`src/rtl/decode_prefix_scanner.sv`:
```
// x86 legacy-prefix scanner: folds prefix bytes into a bundle and presents it with
// the first non-prefix (or overflowing) byte as the opcode.
module decode_prefix_scanner #(
  parameter int MAX_PREFIX = 14,
  localparam int CNT_W = $clog2(MAX_PREFIX+1)
) (
  input  logic             i_clk,
  input  logic             i_rst_n,
  input  logic             i_flush,
  input  logic             i_byte_valid,
  input  logic [7:0]       i_byte,
  output logic             o_byte_ready,
  output logic             o_valid,
  input  logic             i_ready,
  output logic [7:0]       o_opcode,
  output logic             o_lock,
  output logic             o_rep_ne,
  output logic             o_rep_e,
  output logic             o_seg_override,
  output logic [2:0]       o_seg_index,
  output logic             o_opsize,
  output logic             o_addrsize,
  output logic [CNT_W-1:0] o_prefix_count,
  output logic             o_error
);

  typedef enum logic {SCAN = 1'b0, HOLD = 1'b1} state_t;

  typedef struct packed {
    logic [7:0]       opcode;
    logic             lock;
    logic             rep_ne;
    logic             rep_e;
    logic             seg_ov;
    logic [2:0]       seg_idx;
    logic             opsize;
    logic             addrsize;
    logic [CNT_W-1:0] count;
    logic             error;
  } bundle_t;

  state_t  state_q;
  bundle_t bnd_q, base, pfx_upd;
  logic    is_pfx, is_seg, at_max;
  logic [2:0] seg_val;

  always_comb begin
    is_pfx  = 1'b1;
    is_seg  = 1'b0;
    seg_val = 3'd0;
    case (i_byte)
      8'h26: begin is_seg = 1'b1; seg_val = 3'd0; end
      8'h2E: begin is_seg = 1'b1; seg_val = 3'd1; end
      8'h36: begin is_seg = 1'b1; seg_val = 3'd2; end
      8'h3E: begin is_seg = 1'b1; seg_val = 3'd3; end
      8'h64: begin is_seg = 1'b1; seg_val = 3'd4; end
      8'h65: begin is_seg = 1'b1; seg_val = 3'd5; end
      8'hF0, 8'hF2, 8'hF3, 8'h66, 8'h67: ;
      default: is_pfx = 1'b0;
    endcase
  end

  // Leaving HOLD always starts from a cleared bundle; a byte taken that cycle is byte 0.
  always_comb begin
    base    = (state_q == HOLD) ? '0 : bnd_q;
    at_max  = (base.count == CNT_W'(MAX_PREFIX));
    pfx_upd = base;
    pfx_upd.count = base.count + CNT_W'(1);
    case (i_byte)
      8'hF0: begin pfx_upd.lock = 1'b1; pfx_upd.rep_ne = 1'b0; pfx_upd.rep_e = 1'b0; end
      8'hF2: begin pfx_upd.lock = 1'b0; pfx_upd.rep_ne = 1'b1; pfx_upd.rep_e = 1'b0; end
      8'hF3: begin pfx_upd.lock = 1'b0; pfx_upd.rep_ne = 1'b0; pfx_upd.rep_e = 1'b1; end
      8'h66: pfx_upd.opsize   = 1'b1;
      8'h67: pfx_upd.addrsize = 1'b1;
      default: ;
    endcase
    if (is_seg) begin
      pfx_upd.seg_ov  = 1'b1;
      pfx_upd.seg_idx = seg_val;
    end
  end

  assign o_byte_ready = !i_flush && (state_q == SCAN || i_ready);

  always_ff @(posedge i_clk or negedge i_rst_n) begin
    if (!i_rst_n) begin
      state_q <= SCAN;
      bnd_q   <= '0;
    end else if (i_flush) begin
      state_q <= SCAN;
      bnd_q   <= '0;
    end else if (state_q == HOLD && !i_ready) begin
      state_q <= HOLD;
    end else if (i_byte_valid) begin
      if (!is_pfx) begin
        bnd_q        <= base;
        bnd_q.opcode <= i_byte;
        state_q      <= HOLD;
      end else if (at_max) begin
        bnd_q        <= base;
        bnd_q.opcode <= i_byte;
        bnd_q.error  <= 1'b1;
        state_q      <= HOLD;
      end else begin
        bnd_q   <= pfx_upd;
        state_q <= SCAN;
      end
    end else begin
      bnd_q   <= base;
      state_q <= SCAN;
    end
  end

  assign o_valid        = (state_q == HOLD);
  assign o_opcode       = bnd_q.opcode;
  assign o_lock         = bnd_q.lock;
  assign o_rep_ne       = bnd_q.rep_ne;
  assign o_rep_e        = bnd_q.rep_e;
  assign o_seg_override = bnd_q.seg_ov;
  assign o_seg_index    = bnd_q.seg_idx;
  assign o_opsize       = bnd_q.opsize;
  assign o_addrsize     = bnd_q.addrsize;
  assign o_prefix_count = bnd_q.count;
  assign o_error        = bnd_q.error;

endmodule

```
`config.mk`:
```
export PLATFORM = sky130hd
export DESIGN_NAME = decode_prefix_scanner
export DESIGN_NICKNAME = d
export VERILOG_FILES = /design/src/rtl/decode_prefix_scanner.sv
export SDC_FILE = /design/constraint.sdc
export NUM_CORES = 1
export LEC_CHECK = 0
export ABC_AREA = 1
export CORE_MARGIN = 2
export CORE_UTILIZATION = 30
export CTS_BUF_LIST = sky130_fd_sc_hd__clkbuf_16
export DETAILED_ROUTE_END_ITERATION = 12
export SYNTH_ARGS = -nofsm -noshare
export SYNTH_HDL_FRONTEND = slang
export SYNTH_SLANG_ARGS = --single-unit
```
`constraint.sdc`:
```
create_clock -name i_clk -period 4.08 [get_ports i_clk]
set_input_delay 0.408 -clock i_clk [delete_from_list [all_inputs] [get_ports i_clk]]
set_output_delay 0.408 -clock i_clk [all_outputs]
set_load 0.1 [all_outputs]
```
# Yosys cells after proc, flatten, opt, wreduce, memory -nomap -nowiden

Index checks and enable logic that the tools add are counted.

$add $sub $neg: 1
Multipliers: 0
Div/mod/pow operators: 0
Magnitude comparators: 0
Equality and inequality tests: 13
Shift-type cells: 0
Mux-type cells: 18
Bitwise logic cells: 1
Reductions and logical operators: 7

Operator list:

| operator            | number |
|---|---|
| $mux 22             | 6 |
| $eq 8x6->1 const B  | 4 |
| $eq 8x7->1 const B  | 4 |
| $eq 8x8->1 const B  | 3 |
| $pmux 3 s5          | 1 |
| $reduce_or 11->1    | 1 |
| $mux 1              | 9 |
| $pmux 3 s3          | 1 |
| $reduce_or 6->1     | 1 |
| $add 4x1->4 const B | 1 |
| $eq 4x4->1 const B  | 1 |
| $mux 4              | 1 |
| $logic_and 1x1->1   | 2 |
| $logic_not 1->1     | 2 |
| $ne 2x2->1 const B  | 1 |
| $logic_or 1x1->1    | 1 |
| $not 1->1           | 1 |

Register bits after elaboration: 23
Bits in latches: 0
Memory bits (writable): 0
Bits in read-only memories: 0
Input bits: 13
Output and inout bits: 24
Word-level logic and storage cells: 51
Memories: 0

# Longest topological paths before layout

Depth in word-level cells: 9
Gate-level depth with buffers: 13
Gate-level depth less buffers: 13

# Worst setup path after synthesis

Ideal clock, no wire load.

Path type: register -> register
From: register bnd_q (netlist bit o_prefix_count[0])
To: register bnd_q (netlist bit o_lock)
Setup time: 0.122 ns
Arrival: 2.370 ns
Data required time: 3.958 ns
Slack: 1.587 ns
Stages on the path, launching flop included: 13
Path buffers: 0
Period minus slack after synthesis: 2.493 ns
Path through: dfrtp_1 inv_1 nor2_1 inv_1 ha_1 nand2_1 nor2_4 nor2_4 inv_1 nor2_1 o21ai_1 nand2_1 nand2_1

Cells in the longest elaborated chain, start to end: 7

Ends and longest elaborated chain:

| what                   | line | RTL |
|---|---|---|
| from (decl)            | 43   | `bundle_t bnd_q, base, pfx_upd;` |
| from (signal assigned) | 96   | `bnd_q <= base;` |
| from (signal assigned) | 100  | `bnd_q <= base;` |
| from (signal assigned) | 105  | `bnd_q <= pfx_upd;` |
| $mux 22                | 65   | `base = (state_q == HOLD) ? '0 : bnd_q;` |
| $eq 4x4->1             | 66   | `at_max = (base.count == CNT_W'(MAX_PREFIX));` |
| $mux 22                | 99   | `end else if (at_max) begin` |
| $mux 22                | 95   | `if (!is_pfx) begin` |
| $mux 22                | 94   | `end else if (i_byte_valid) begin` |
| $mux 22                | 92   | `end else if (state_q == HOLD && !i_ready) begin` |
| $mux 22                | 89   | `end else if (i_flush) begin` |

No other way between the ends. The select of a mux whose other input is x is not followed.
A chain may end at the register's enable or synchronous reset.

# Worst setup path in the final report

From: register state_q, in the netlist o_valid
To: output port o_byte_ready

Cells in the longest elaborated chain, start to end: 3

Ends and longest elaborated chain:

| what                   | line | RTL |
|---|---|---|
| from (decl)            | 42   | `state_t state_q;` |
| from (signal assigned) | 87   | `state_q <= SCAN;` |
| from (signal assigned) | 90   | `state_q <= SCAN;` |
| from (signal assigned) | 93   | `state_q <= HOLD;` |
| $not 1->1              | 83   | `assign o_byte_ready = !i_flush && (state_q == SCAN \|\| i_ready);` |
| $logic_or 1x1->1       | 83   |  |
| $logic_and 1x1->1      | 83   |  |
| to (decl)              | 12   | `output logic o_byte_ready,` |

No other way between the ends.

==> results.ini <==
[finish]
final_nets = 285
syn2layout_area_growth_pct = 27.86
multi_input_area_um2 = 935.9
n_antenna_cell = 0
fill_cells = 588
layout-drive-gt1-share_pct = 11.15
ff_latch_area_um2 = 575.6
instances_no_fill = 341

[logic_synthesis]
syn_area_per_cell_um2 = 7.071
ys_dominant_reg_cell = dfrtp_1
netlist_top_cells_count = nand2_1 (76), nand3_1 (28), dfrtp_1 (23), nor2_1 (23), inv_1 (17)
netlist.top_cell.by_area = dfrtp_1
synth_area_leaders = dfrtp_1 (35%), nand2_1 (17%), nand3_1 (8.4%)
yosysMostFrequentCell = nand2_1
yosysTopAreaCellShare_pct = 34.64
syn_inst = 235
yosysSeqAreaShare_pct = 34.64
syn_area_um2 = 1662
ys_ff_latch = 23
syn_nets = 250
synthArstFlopShare_pct = 100.0
synthDistinctLibCells = 30
synth-edff-count = 0
yosysWarnings = 0

[global_route]
grt_max_degree = 24
grt_pass1_vias = 1651
antenna_found_initial = 0
globalRouteOverflowTotal = 0
grt_pass1_wl_um = 7976
grt_use_total_pct = 16.22

[critical_path]
critPathMaxStageDelay_ns = 0.47
cp.buffers_inverters = 3
path_cells = inv_4 -> or2_1 -> nand2_4 -> inv_1 -> buf_4
required_ns = 3.67
arrival_ns = 2.10
crit_family = buffers and inverters
crit_slowest_cell = dfrtp_1
critPathKind = reg2out
crit_path_start_kind = register
critPathMaxFanout = 18
crit_path_end_kind = output pin

[die]
io_pins = 37
die-area_um2 = 6150
dieHeight_um = 78.42
rows = 27
die_w_um = 78.42
core_um2 = 5439
start_util_pct = 30.55

[sta]
period_needed_ns = 2.510
setup_viol = 0
worst_pin_slew_ns = 1.105
maxSlewViolCount = 0
timing.fmax_mhz = 398.3
final-hold-violation-count = 0
fin_setup_tns_ns = 0
skew_ns = 0.002273
period_share_pct = 61.53
rsz0062_at_grt = no
slew_headroom_pct = 26.09

[clock_tree]
cts_resized = 0
cts_tree = done
clk_pin_slew_worst_paths_ns = 0.06
clk_latency_ns = 0.26
cts_hold_buffers = 0
clockBufferDepth = 2
clock_sinks = 23
root_buffer = clkbuf_16
h-tree-depth = 1
post_cts.repair.setup_buffers = 0
numCtsBuffers = 3

[drt]
viasPerCell = 4.748
drc = 0
final_antenna_net_count = 0
dr.pass1.iters = 4
routed_wl_um = 4608
drt_iter0_markers = 74
vias = 1619
routedWlPerCell_um = 13.51

[place]
io_buffers = 36
place_inst = 337
hpwlAfterDp_um = 3405
gp_congestion = 0.9225

[power]
power.density_nw_per_um2 = 302.3
ir_drop_v = 0.0001476
p_leak_nw = 1.003

[status]
status = finished, final reports clean

[hold_path]
hp-class = reg2reg

[run]
maxCapViolCount = 0

worst paths after layout:
| check | endpoint | cells after the start | slack (ns) | startpoint |
|---|---|---|---|---|
| worst max-delay path | o_byte_ready | 5 | 1.57 | o_valid |
| worst min-delay path | o_rep_ne | 2 | 0.48 | o_rep_ne |
| max in group asynchronous | o_seg_index[2] | 1 | 2.67 | i_rst_n |
| min in group asynchronous | o_addrsize | 1 | 0.75 | i_rst_n |
| worst max register to register | o_rep_ne | 11 | 2.00 | o_valid |
| worst min register to register | o_rep_ne | 2 | 0.48 | o_rep_ne |
kinds of logic (layout without fill, tap and decap cells):
logic type | Yosys count | count (layout) | share of synthesized area (%)
compound gates | 33 | 33 | 13.10
flops | 23 | 23 | 34.64
buf+inv | 28 | 62 | 9.035
xor+xnor | 1 | 1 | 0.5272
simple gates | 148 | 148 | 41.19
fa+ha+maj | 2 | 2 | 1.506
state kept, by name (all words and copies together), names as in the netlist:
name and cells:
o_prefix_count 4, o_opcode 8, o_lock 1, o_valid 1
o_rep_e 1, o_seg_index 3, o_rep_ne 1, o_error 1
o_addrsize 1, o_seg_override 1, o_opsize 1
layout make-up:
class / count / area share (%)
Timing Repair Buffer: 36 / 16.84
Clock buffer: 3 / 3.534
Tap cell: 72 / 4.240
Sequential cell: 23 / 27.09
Clock inverter: 1 / 0.2356
Inverter: 22 / 4.005
Multi-Input combinational cell: 184 / 44.05
report_power, final:
part | switching, W | internal [W]
logic | 0.000133 | 0.0000442
clock network | 0.0000867 | 0.000132
registers | 0.00000934 | 0.000237
total | 0.000229 | 0.000413
worst reg2reg max path, delay by kind of cell (launching register included):
kind                       cells  cell delay [ns]
AOI/OAI and AO/OA              1             0.12
adders and majority gates      1             0.20
and+or+nand+nor                7             0.99
DFF                            1             0.47
buffers and inverters          2             0.19
stage by stage:
step                total power [W]  util [%]  cell area, µm²  hold slack, ns  worst slack [ns]
floorplan                 0.0003761         -            1662          0.1124             1.587
detailed placement        0.0004275     37.59            2044          0.4661             1.657
CTS                       0.0006496     39.06            2125          0.4823             1.581
global route              0.0006734     39.06            2125          0.5213             1.452
finish                    0.0006423     39.06            2125          0.4793             1.570
global placement          0.0004282     37.59            2044          0.4633             1.692
metal layers:
metal | share of wire [%] | track usage, % | wire, µm
met3 | 4.3 | 2.529 | 196
met2 | 45 | 26.55 | 2060
met4 | 1.1 | 4.737 | 51
met1 | 50 | 22.15 | 2299
met5 | 0 | 0 | 0
cell usage in the layout, fill, tap and decap left out, drive strengths merged, types with 2 or more instances in the layout:
cell,instances
clkbuf,3
nor3,3
inv,22
nand4,2
nand2,85
ha,2
a21oi,11
dfrtp,23
o21ai,18
nor2,27
clkdlybuf4s50,35
nand3,29
Note: power is estimated with default switching activity, not from simulation.
